[src/rtl/bka_sub_pipe_32bit.sv]
// Three-stage Brent-Kung subtractor, Diff = A - B - Bin, computed as A + ~B + ~Bin.
// Full valid/ready backpressure; results leave in acceptance order.
module bka_sub_pipe_32bit #(
    parameter int WIDTH = 32
) (
    input  logic             clk,
    input  logic             rst,
    input  logic             in_valid,
    output logic             in_ready,
    input  logic [WIDTH-1:0] A,
    input  logic [WIDTH-1:0] B,
    input  logic             Bin,
    output logic             out_valid,
    input  logic             out_ready,
    output logic [WIDTH-1:0] Diff,
    output logic             Bout,
    output logic             Ovf,
    output logic             Zero
);

    localparam int LG = $clog2(WIDTH);

    typedef struct packed {
        logic [WIDTH-1:0] p;
        logic [WIDTH-1:0] g;
        logic             c0;
        logic             am;
        logic             bm;
    } s1_t;

    typedef struct packed {
        logic [WIDTH-1:0] p;
        logic [WIDTH-1:0] gg;
        logic [WIDTH-1:0] gp;
        logic             c0;
        logic             am;
        logic             bm;
    } s2_t;

    logic v1, v2, v3;
    logic adv1, adv2, adv3;
    s1_t  s1;
    s2_t  s2;

    assign adv3      = !v3 | out_ready;
    assign adv2      = !v2 | adv3;
    assign adv1      = !v1 | adv2;
    assign in_ready  = !v1 | adv1;
    assign out_valid = v3;

    // Up-sweep: node i gathers span of 2^l bits ending at i.
    logic [WIDTH-1:0] ug, up;
    always_comb begin
        ug = s1.g;
        up = s1.p;
        for (int l = 1; l <= LG; l++) begin
            for (int i = 0; i < WIDTH; i++) begin
                if (((i + 1) % (1 << l)) == 0) begin
                    ug[i] = ug[i] | (up[i] & ug[i - (1 << (l - 1))]);
                    up[i] = up[i] & up[i - (1 << (l - 1))];
                end
            end
        end
    end

    // Down-sweep fills in the remaining prefixes [0..i].
    logic [WIDTH-1:0] dg, dp;
    always_comb begin
        dg = s2.gg;
        dp = s2.gp;
        for (int l = LG - 1; l >= 1; l--) begin
            for (int i = 0; i < WIDTH; i++) begin
                if (((i + 1) % (1 << l)) == (1 << (l - 1))
                    && i >= 3 * (1 << (l - 1)) - 1) begin
                    dg[i] = dg[i] | (dp[i] & dg[i - (1 << (l - 1))]);
                    dp[i] = dp[i] & dp[i - (1 << (l - 1))];
                end
            end
        end
    end

    logic [WIDTH-1:0] carries, dsum;
    logic             cout;
    assign carries = {dg[WIDTH-2:0] | (dp[WIDTH-2:0] & {(WIDTH-1){s2.c0}}), s2.c0};
    assign cout    = dg[WIDTH-1] | (dp[WIDTH-1] & s2.c0);
    assign dsum    = s2.p ^ carries;

    always_ff @(posedge clk) begin
        if (rst) begin
            v1 <= 1'b0;
        end else if (adv1) begin
            v1    <= in_valid;
            s1.p  <= A ^ ~B;
            s1.g  <= A & ~B;
            s1.c0 <= ~Bin;
            s1.am <= A[WIDTH-1];
            s1.bm <= B[WIDTH-1];
        end
    end

    always_ff @(posedge clk) begin
        if (rst) begin
            v2 <= 1'b0;
        end else if (adv2) begin
            v2    <= v1;
            s2.p  <= s1.p;
            s2.gg <= ug;
            s2.gp <= up;
            s2.c0 <= s1.c0;
            s2.am <= s1.am;
            s2.bm <= s1.bm;
        end
    end

    // Output payload loads only with real data so it reads 0 until then.
    always_ff @(posedge clk) begin
        if (rst) begin
            v3   <= 1'b0;
            Diff <= '0;
            Bout <= 1'b0;
            Ovf  <= 1'b0;
            Zero <= 1'b0;
        end else if (adv3) begin
            v3 <= v2;
            if (v2) begin
                Diff <= dsum;
                Bout <= ~cout;
                Ovf  <= (s2.am != s2.bm) & (dsum[WIDTH-1] != s2.am);
                Zero <= ~|dsum;
            end
        end
    end

endmodule
[config.mk]
export PLATFORM = sky130hd
export DESIGN_NAME = bka_sub_pipe_32bit
export DESIGN_NICKNAME = d
export VERILOG_FILES = /design/src/rtl/bka_sub_pipe_32bit.sv
export SDC_FILE = /design/constraint.sdc
export NUM_CORES = 1
export LEC_CHECK = 0
export BUFFER_PORTS_ARGS = -buffer_cell sky130_fd_sc_hd__buf_2
export CAP_MARGIN = 0
export CORE_ASPECT_RATIO = 0.7
export CORE_MARGIN = 1.5
export CORE_UTILIZATION = 51
export CTS_CLUSTER_DIAMETER = 60
export DETAILED_ROUTE_END_ITERATION = 10
export PLACE_DENSITY = 0.75
export SLEW_MARGIN = 20
export SYNTH_ARGS = -nofsm -noshare
export SYNTH_HDL_FRONTEND = slang
export SYNTH_SLANG_ARGS = --single-unit
export TNS_END_PERCENT = 50
[constraint.sdc]
create_clock -name clk -period 6 [get_ports clk]
set_clock_uncertainty 0.2 [all_clocks]
set_input_delay 1.2 -clock clk [delete_from_list [all_inputs] [get_ports clk]]
set_output_delay 1.2 -clock clk [all_outputs]
set_load 0.02 [all_outputs]
## After elaboration in Yosys (flattened, before gate mapping)

Cells that the tools add are included.

| word-level totals | value |
|---|---|
| flip-flop bits (word level) | 204 |
| output and inout port bits | 37 |
| word-level logic and storage cells | 215 |
| bits of input ports | 69 |

| cells by class | value |
|---|---|
| bitwise gates (word level) | 187 |
| eq/ne operators | 2 |
| reduce and logical (&&, ||, !) cells | 8 |

Operators by type and width:

| cell | number |
|---|---|
| 1-bit bitwise AND | 116 |
| 32-bit bitwise XOR | 2 |
| 1-bit bitwise OR | 62 |
| 32-bit bitwise AND | 1 |
| 32-bit NOT | 1 |
| 32-bit OR reduction | 1 |
| 31-bit bitwise AND | 1 |
| 31-bit bitwise OR | 1 |
| 2-bit AND reduction | 3 |
| 1-bit logical NOT | 4 |
| 1-bit NOT | 3 |
| 1-bit != test | 2 |

## Longest topological paths before layout

Gate-level depths: netlist (run 1).

| logic depth | value |
|---|---|
| depth after elaboration | 12 |
| depth in mapped cells | 8 |

## Worst setup path after synthesis (run 1)

Ideal clock, no wire load.

| timing path | value |
|---|---|
| path type | in2reg |
| start point | input rst |
| end point | register s2, in the netlist carries[0] (enable) |
| arrival time | 5,088 ps |
| path slack | 186 ps |
| setup time | 526 ps |
| cell stages on the path | 3 |
| buffers on the path | 2 |
| required time | 5,274 ps |
| cell sequence | clkbuf_1 buf_1 nor2_1 |

| on the way | value |
|---|---|
| cells in the longest elaborated chain, start to end | 2 |

RTL lines:

| what | RTL line | source |
|---|---|---|
| start: declaration | 7 | `input logic rst,` |
| 1-bit NOT (no source line) | -- |  |
| 2-bit AND reduction (no source line) | -- |  |
| end: declaration | 43 | `s2_t s2;` |

Every way passes these cells.
A chain may end at the register's enable or synchronous reset.

## Worst setup path after layout (run 1)

| timing path | value |
|---|---|
| start point | input out_ready |
| end point | output in_ready |

| on the way | value |
|---|---|
| cells in the longest elaborated chain, start to end | 4 |

RTL lines:

| what | RTL line | source |
|---|---|---|
| start: declaration | 14 | `input logic out_ready,` |
| 1-bit bitwise OR | 45 | `assign adv3 = !v3 \| out_ready;` |
| 1-bit bitwise OR | 46 | `assign adv2 = !v2 \| adv3;` |
| 1-bit bitwise OR | 47 | `assign adv1 = !v1 \| adv2;` |
| 1-bit bitwise OR | 48 | `assign in_ready = !v1 \| adv1;` |
| end: declaration | 9 | `output logic in_ready,` |

Every way passes these cells.

==> flow_summary.yaml, run 1 <==
global_routing:
  grt_util_all_layers_pct: 19.9
  antenna_found_initial: 0
  grt_pass1_vias: 4506
  grt_max_degree: 45
  grt_pass1_wl_mm: 22.9
  overflow: 0
final_layout:
  area_growth_pct: 18.7
  mostFrequentLayoutCell: "edfxtp_1"
  fillers: 1051
  final_layout_size_suffix_gt1_share_pct: 24.1
  diodes: 0
  final_cell_mix: "edfxtp_1 (150), buf_2 (105), nand2_1 (59)"
  finalNetCount: 757
routing:
  viasPerCell: 5.29
  wirelength_mm: 14.6
  post_drt_wl_per_cell_um: 17.0
  drt_iter0_drc: 348
  drtPass1Iterations: 5
  num_vias: 4538
  final_antenna_net_count: 0
  drc: 0
placement:
  dp_hpwl_mm: 10.2
  place_congestion: 0.819
  numPortBuffers: 105
  place_ws_ns: 2.37
power:
  vdd_drop_max_mv: 0.205
  p_int_mw: 2.25
  swShare_pct: 24.1
  cellLeakagePower_nw: 3.58
  clock_power_share_pct: 38.5
  p_comb_share_pct: 8.1
  switchingPower_mw: 0.716
  seq_power_share_pct: 53.4
  p_per_area_mw_per_mm2: 337
sta:
  relSlewSlack_pct: 37.5
  setup-tns-final_ns: 0
  max_freq_mhz: 285
  tightest_slew_ns: 0.935
  finalWorstSetupSlack_ns: 2.50
  period_share_pct: 58.4
  hold_viol: 0
  period_minus_slack_ns: 3.50
  hold_ws_ns: 0.229
  report.final.slew_viol_count: 0
  setup_viol: 0
  rsz0062_at_grt: "no"
worst_setup_path:
  cp.required_ns: 4.60
  max_stage_delay_ns: 0.31
  crit_arrival_ns: 2.10
  crit_top_cell: "buf_2"
  cp_num_buf_inv: 3
  worst_setup_path_start_kind: "primary input"
  slowest_stage: "and3_1"
  endpoint_kind: "output pin"
  cp_cell_sequence: "buf_2, nor2b_1, and3_1, inv_1, buf_2"
  crit_type: "primary input to output pin"
  cp_top_family: "simple AND/OR/NAND/NOR gates"
  worstPathMaxFanout: 5
yosys:
  synthTopCellsByArea: "edfxtp_1 (61%), dfxtp_1 (10%), ha_1 (5.6%), a21oi_1 (3.5%), nand2_1 (3.0%)"
  ys_seq_area_share_pct: 70.9
  syn_inst: 538
  synthFlopType: "edfxtp_1"
  yosysWarnings: 0
  yosysTopAreaCell: "edfxtp_1"
  syn_area_mm2: 0.00742
  synth_area_per_cell_um2: 13.8
  yosys.area.top_type_share_pct: 60.7
  ys_async_sr_fraction_pct: 0
  ys_ff_latch: 188
  synth_nets: 640
  synth_cell_types: 44
  synth_edf_count: 150
outcome:
  run_status: "completed"
clock_tree:
  clock-sinks: 188
  ctsResizeCount: 0
  cts_setup_buffers: 0
  cts_buffers: 17
  cts_tree: "built"
  root_buffer: "clkbuf_16"
  cts.hold.buffers_added: 0
  clk_pin_slew_ns: 0.07
  htree_levels: 4
  clk_latency_ns: 0.43
  max-clock-path-buffers: 2
worst_hold_path:
  holdCritPathClass: "flop to flop"
floorplan:
  initial_core_util_pct: 52.8
  die_x_um: 147
  die_y_um: 104
  core_mm2: 0.0141
  ios: 106
  placement_rows: 36
  dieArea_mm2: 0.0153
run:
  cap_viol_max_count: 0
-- flip-flops by register name, summed over array words and instances, names as in the netlist --
| name | flops |
|---|---|
| Zero | 1 |
| s2 | 71 |
| Ovf | 1 |
| dg | 6 |
| v1 | 1 |
| Bout | 1 |
| v2 | 1 |
| Diff | 32 |
| carries | 1 |
| out_valid | 1 |
| s1 | 67 |
| dp | 5 |
-- metal layers --
layer | routed length [um] | vias up | global-route usage [%]
met5 | 0 | - | 0
met3 | 1090 | 22 | 4.78
met1 | 6400 | 2168 | 27.5
met2 | 6880 | 174 | 30.5
li1 | - | 2174 | -
met4 | 240 | 0 | 7.86
-- stage by stage --
| step | std cells | instance area [um2] | util [%] | power, mW |
|---|---|---|---|---|
| floorplan | 538 | 7420 | - | 1.75 |
| global placement | 825 | 8180 | 58.2 | 1.83 |
| detailed placement | 825 | 8180 | 58.2 | 1.85 |
| CTS | 857 | 8790 | 62.5 | 2.98 |
| global route | 858 | 8810 | 62.7 | 3.07 |
| finish | 858 | 8810 | 62.7 | 2.97 |
-- synth_stat cells, types with 2 or more instances --
| library cell | count |
|---|---|
| a211oi_1 | 2 |
| a21o_1 | 20 |
| a21o_2 | 4 |
| a21oi_1 | 52 |
| a31o_2 | 2 |
| a31oi_1 | 5 |
| and2_1 | 10 |
| and3_1 | 3 |
| clkbuf_1 | 11 |
| dfxtp_1 | 38 |
| edfxtp_1 | 150 |
| ha_1 | 33 |
| inv_1 | 42 |
| nand2_1 | 59 |
| nand3_1 | 6 |
| nand4_1 | 2 |
| nor2_1 | 27 |
| nor2b_1 | 2 |
| nor3_1 | 4 |
| nor4_1 | 4 |
| o21ai_0 | 6 |
| or2_2 | 2 |
| or4_1 | 2 |
| xnor2_1 | 21 |
| xor2_1 | 12 |
-- path summary, 6_finish.rpt --
path | startpoint | end | slack (ns) | cells past startpoint
setup reg to reg | carries[0]$_DFFE_PP_ | Zero$_SDFFE_PP0P_ | 3.30 | 7
setup / recovery | out_ready | in_ready | 2.50 | 5
hold reg to reg | s1[2]$_DFFE_PP_ | carries[0]$_DFFE_PP_ | 0.23 | 0
hold / removal | s1[2]$_DFFE_PP_ | carries[0]$_DFFE_PP_ | 0.23 | 0
-- power by group through the flow --
stage          combinational [mW]  clock, mW  sequential (mW)
2_1_floorplan               0.141          0             1.61
3_3_place_gp                0.227          0             1.61
3_5_place_dp                0.236          0             1.61
4_1_cts                     0.241       1.16             1.59
5_1_grt                     0.268       1.20             1.60
6_report                    0.241       1.14             1.59
-- final cells by class --
cell class,count,area (um2),area share (%)
Multi-Input combinational cell,295,1960,22.3
Clock buffer,17,425,4.83
Inverter,42,158,1.79
Timing Repair Buffer,111,583,6.62
Sequential cell,188,5270,59.8
Clock inverter,15,178,2.02
Tap cell,190,238,2.70
-- logic make-up after synthesis --
logic type	synth area share, %
flops	70.9
buf+inv	2.88
xor+xnor	3.89
simple gates	7.76
compound gates	8.95
fa+ha+maj	5.56
No activity file was read; power rests on OpenSTA's default activity.
==> inputs of run 2 (changes only) <==
- CORE_UTILIZATION: 51 -> 55
- PLACE_DENSITY: 0.75 -> 0.77
- clock period: 6 -> 3.45 ns (I/O delays scaled with it)
==> run 2 against run 1 <==
Sequential share of layout area up 0.32 points; hold slack about the same; cell area down 0.53%; via count about the same; worst setup slack worse by 1.7 ns; highest routed layer unchanged; combinational power up 71%; count of clock-buffer cells in the layout up 6; sequential cell count unchanged; register-to-register slack worse by 2.5 ns; critical path type is now flop to flop; final cell count down 0.70%; die area down 7.1%.
==> flow_summary.yaml, run 2 (synthesis results as in run 1) <==
outcome:
  run_status: "completed"
floorplan:
  die_y_um: 100
  ios: 106
  initial_core_util_pct: 56.3
  die_x_um: 142
  placement_rows: 35
  core_mm2: 0.0132
  dieArea_mm2: 0.0142
worst_setup_path:
  cp.required_ns: 3.62
  crit_type: "flop to flop"
  crit_arrival_ns: 2.84
  max_stage_delay_ns: 0.56
  cp_cell_sequence: "a211o_4, a31o_4, a21oi_2, xnor2_1, or4_1, nor4_2, a32o_2"
  worst_setup_path_start_kind: "flop"
  slowest_stage: "edfxtp_1"
  reg2reg_from: "carries[0]$_DFFE_PP_"
  startpoint: "carries[0]$_DFFE_PP_"
  worstPathMaxFanout: 9
  endpoint_kind: "flop"
placement:
  dp_hpwl_mm: 9.59
  numPortBuffers: 105
  place_congestion: 0.825
clock_tree:
  cts_buffers: 17
  cts_setup_buffers: 0
  htree_levels: 4
  cts_tree: "built"
  root_buffer: "clkbuf_16"
  ctsResizeCount: 0
  clk_pin_slew_ns: 0.07
  max-clock-path-buffers: 2
  clock-sinks: 188
  cts.hold.buffers_added: 0
  clk_latency_ns: 0.43
sta:
  tightest_slew_ns: 0.567
  relSlewSlack_pct: 62.2
  period_share_pct: 77.5
  hold_ws_ns: 0.229
  report.final.slew_viol_count: 0
  setup_viol: 0
  setup-tns-final_ns: 0
  hold_viol: 0
  period_minus_slack_ns: 2.67
  max_freq_mhz: 374
  rsz0062_at_grt: "no"
final_layout:
  largest_register_ffs: 71
  diodes: 0
  regMostFlops: "s2"
  regArea_mm2: 0.00527
  area_growth_pct: 18.0
  fillers: 944
  final_layout_size_suffix_gt1_share_pct: 23.2
  reg.largest.list: "s2: 71 flops, s1: 67 flops, Diff: 32 flops"
  mostFrequentLayoutCell: "edfxtp_1"
  finalNetCount: 756
  final_cell_mix: "edfxtp_1 (150), buf_2 (105), nand2_1 (59)"
  multi_input_area_mm2: 0.00196
routing:
  drc: 0
  num_vias: 4537
  wirelength_mm: 14.2
  drtPass1Iterations: 5
  drt_iter0_drc: 312
  viasPerCell: 5.33
  post_drt_wl_per_cell_um: 16.7
  final_antenna_net_count: 0
power:
  switchingPower_mw: 1.16
  p_per_area_mw_per_mm2: 574
  power_mw: 5.03
  p_int_mw: 3.86
  seq_power_share_pct: 54.9
  p_comb_share_pct: 8.2
  vdd_drop_max_mv: 0.383
  cellLeakagePower_nw: 3.56
  clock_power_share_pct: 36.9
  swShare_pct: 23.2
global_routing:
  grt_pass1_vias: 4317
  grt_util_all_layers_pct: 21.0
  grt_pass1_wl_mm: 22.2
  antenna_found_initial: 0
  overflow: 0
  grt_max_degree: 84
worst_hold_path:
  min_from: "s1[0]$_DFFE_PP_"
  holdCritPathClass: "flop to flop"
run:
  cap_viol_max_count: 0
-- run 2: changes by cell type in the layout (fill, tap and decap cells not counted), sizes merged --
cell / change
clkbuf: +6
inv: -7
clkinvlp: -2
bufinv: -1
clkinv: +4
buf: -1
-- run 2: cell type report --
class / count / area share (%)
sequential: 188 / 60.1
multi-input combinational: 295 / 22.4
timing repair buffer: 110 / 6.71
clock buffer: 23 / 5.34
clock inverter: 9 / 1.03
tap: 185 / 2.64
inverter: 42 / 1.80
-- run 2: power groups by stage --
stage | registers, mW | clock network (mW) | logic, mW
global route | 2.77 | 1.96 | 0.459
global placement | 2.79 | 0 | 0.394
detailed placement | 2.80 | 0 | 0.409
CTS | 2.76 | 1.87 | 0.415
finish | 2.76 | 1.85 | 0.413
floorplan | 2.79 | 0 | 0.246
-- run 2: metal layers --
metal  vias up  global-route usage (%)  share of wire, %
met2       164                    31.9                45
li1       2163                       -                 -
met4         0                    6.50               1.2
met5         -                       0                 0
met1      2191                    29.7                46
met3        19                    5.82               6.9
-- run 2: through the flow --
step | area [um2] | instances | util, % | setup WS (ns)
after floorplan | 7430 | 538 | - | -0.0742
after global placement | 8200 | 820 | 62.2 | 0.848
after detailed placement | 8200 | 820 | 62.2 | 0.803
after CTS | 8760 | 852 | 66.5 | 0.783
after global routing | 8760 | 852 | 66.5 | 0.669
final | 8760 | 852 | 66.5 | 0.778
-- run 2: path summary, 6_finish.rpt --
path | end | slack, ns | depth (start not counted)
max | Zero$_SDFFE_PP0P_ | 0.78 | 7
min | s2[0]$_DFFE_PP_ | 0.23 | 0
max reg2reg | Zero$_SDFFE_PP0P_ | 0.78 | 7
min reg2reg | s2[0]$_DFFE_PP_ | 0.23 | 0
-- run 2: worst max-delay path, delay by kind of cell, from the launching register on --
kind	cells	cell delay, ns
flip-flops	1	0.56
AND/OR/NAND/NOR	2	0.79
AO/OA/AOI/OAI	4	0.98
XOR/XNOR	1	0.09
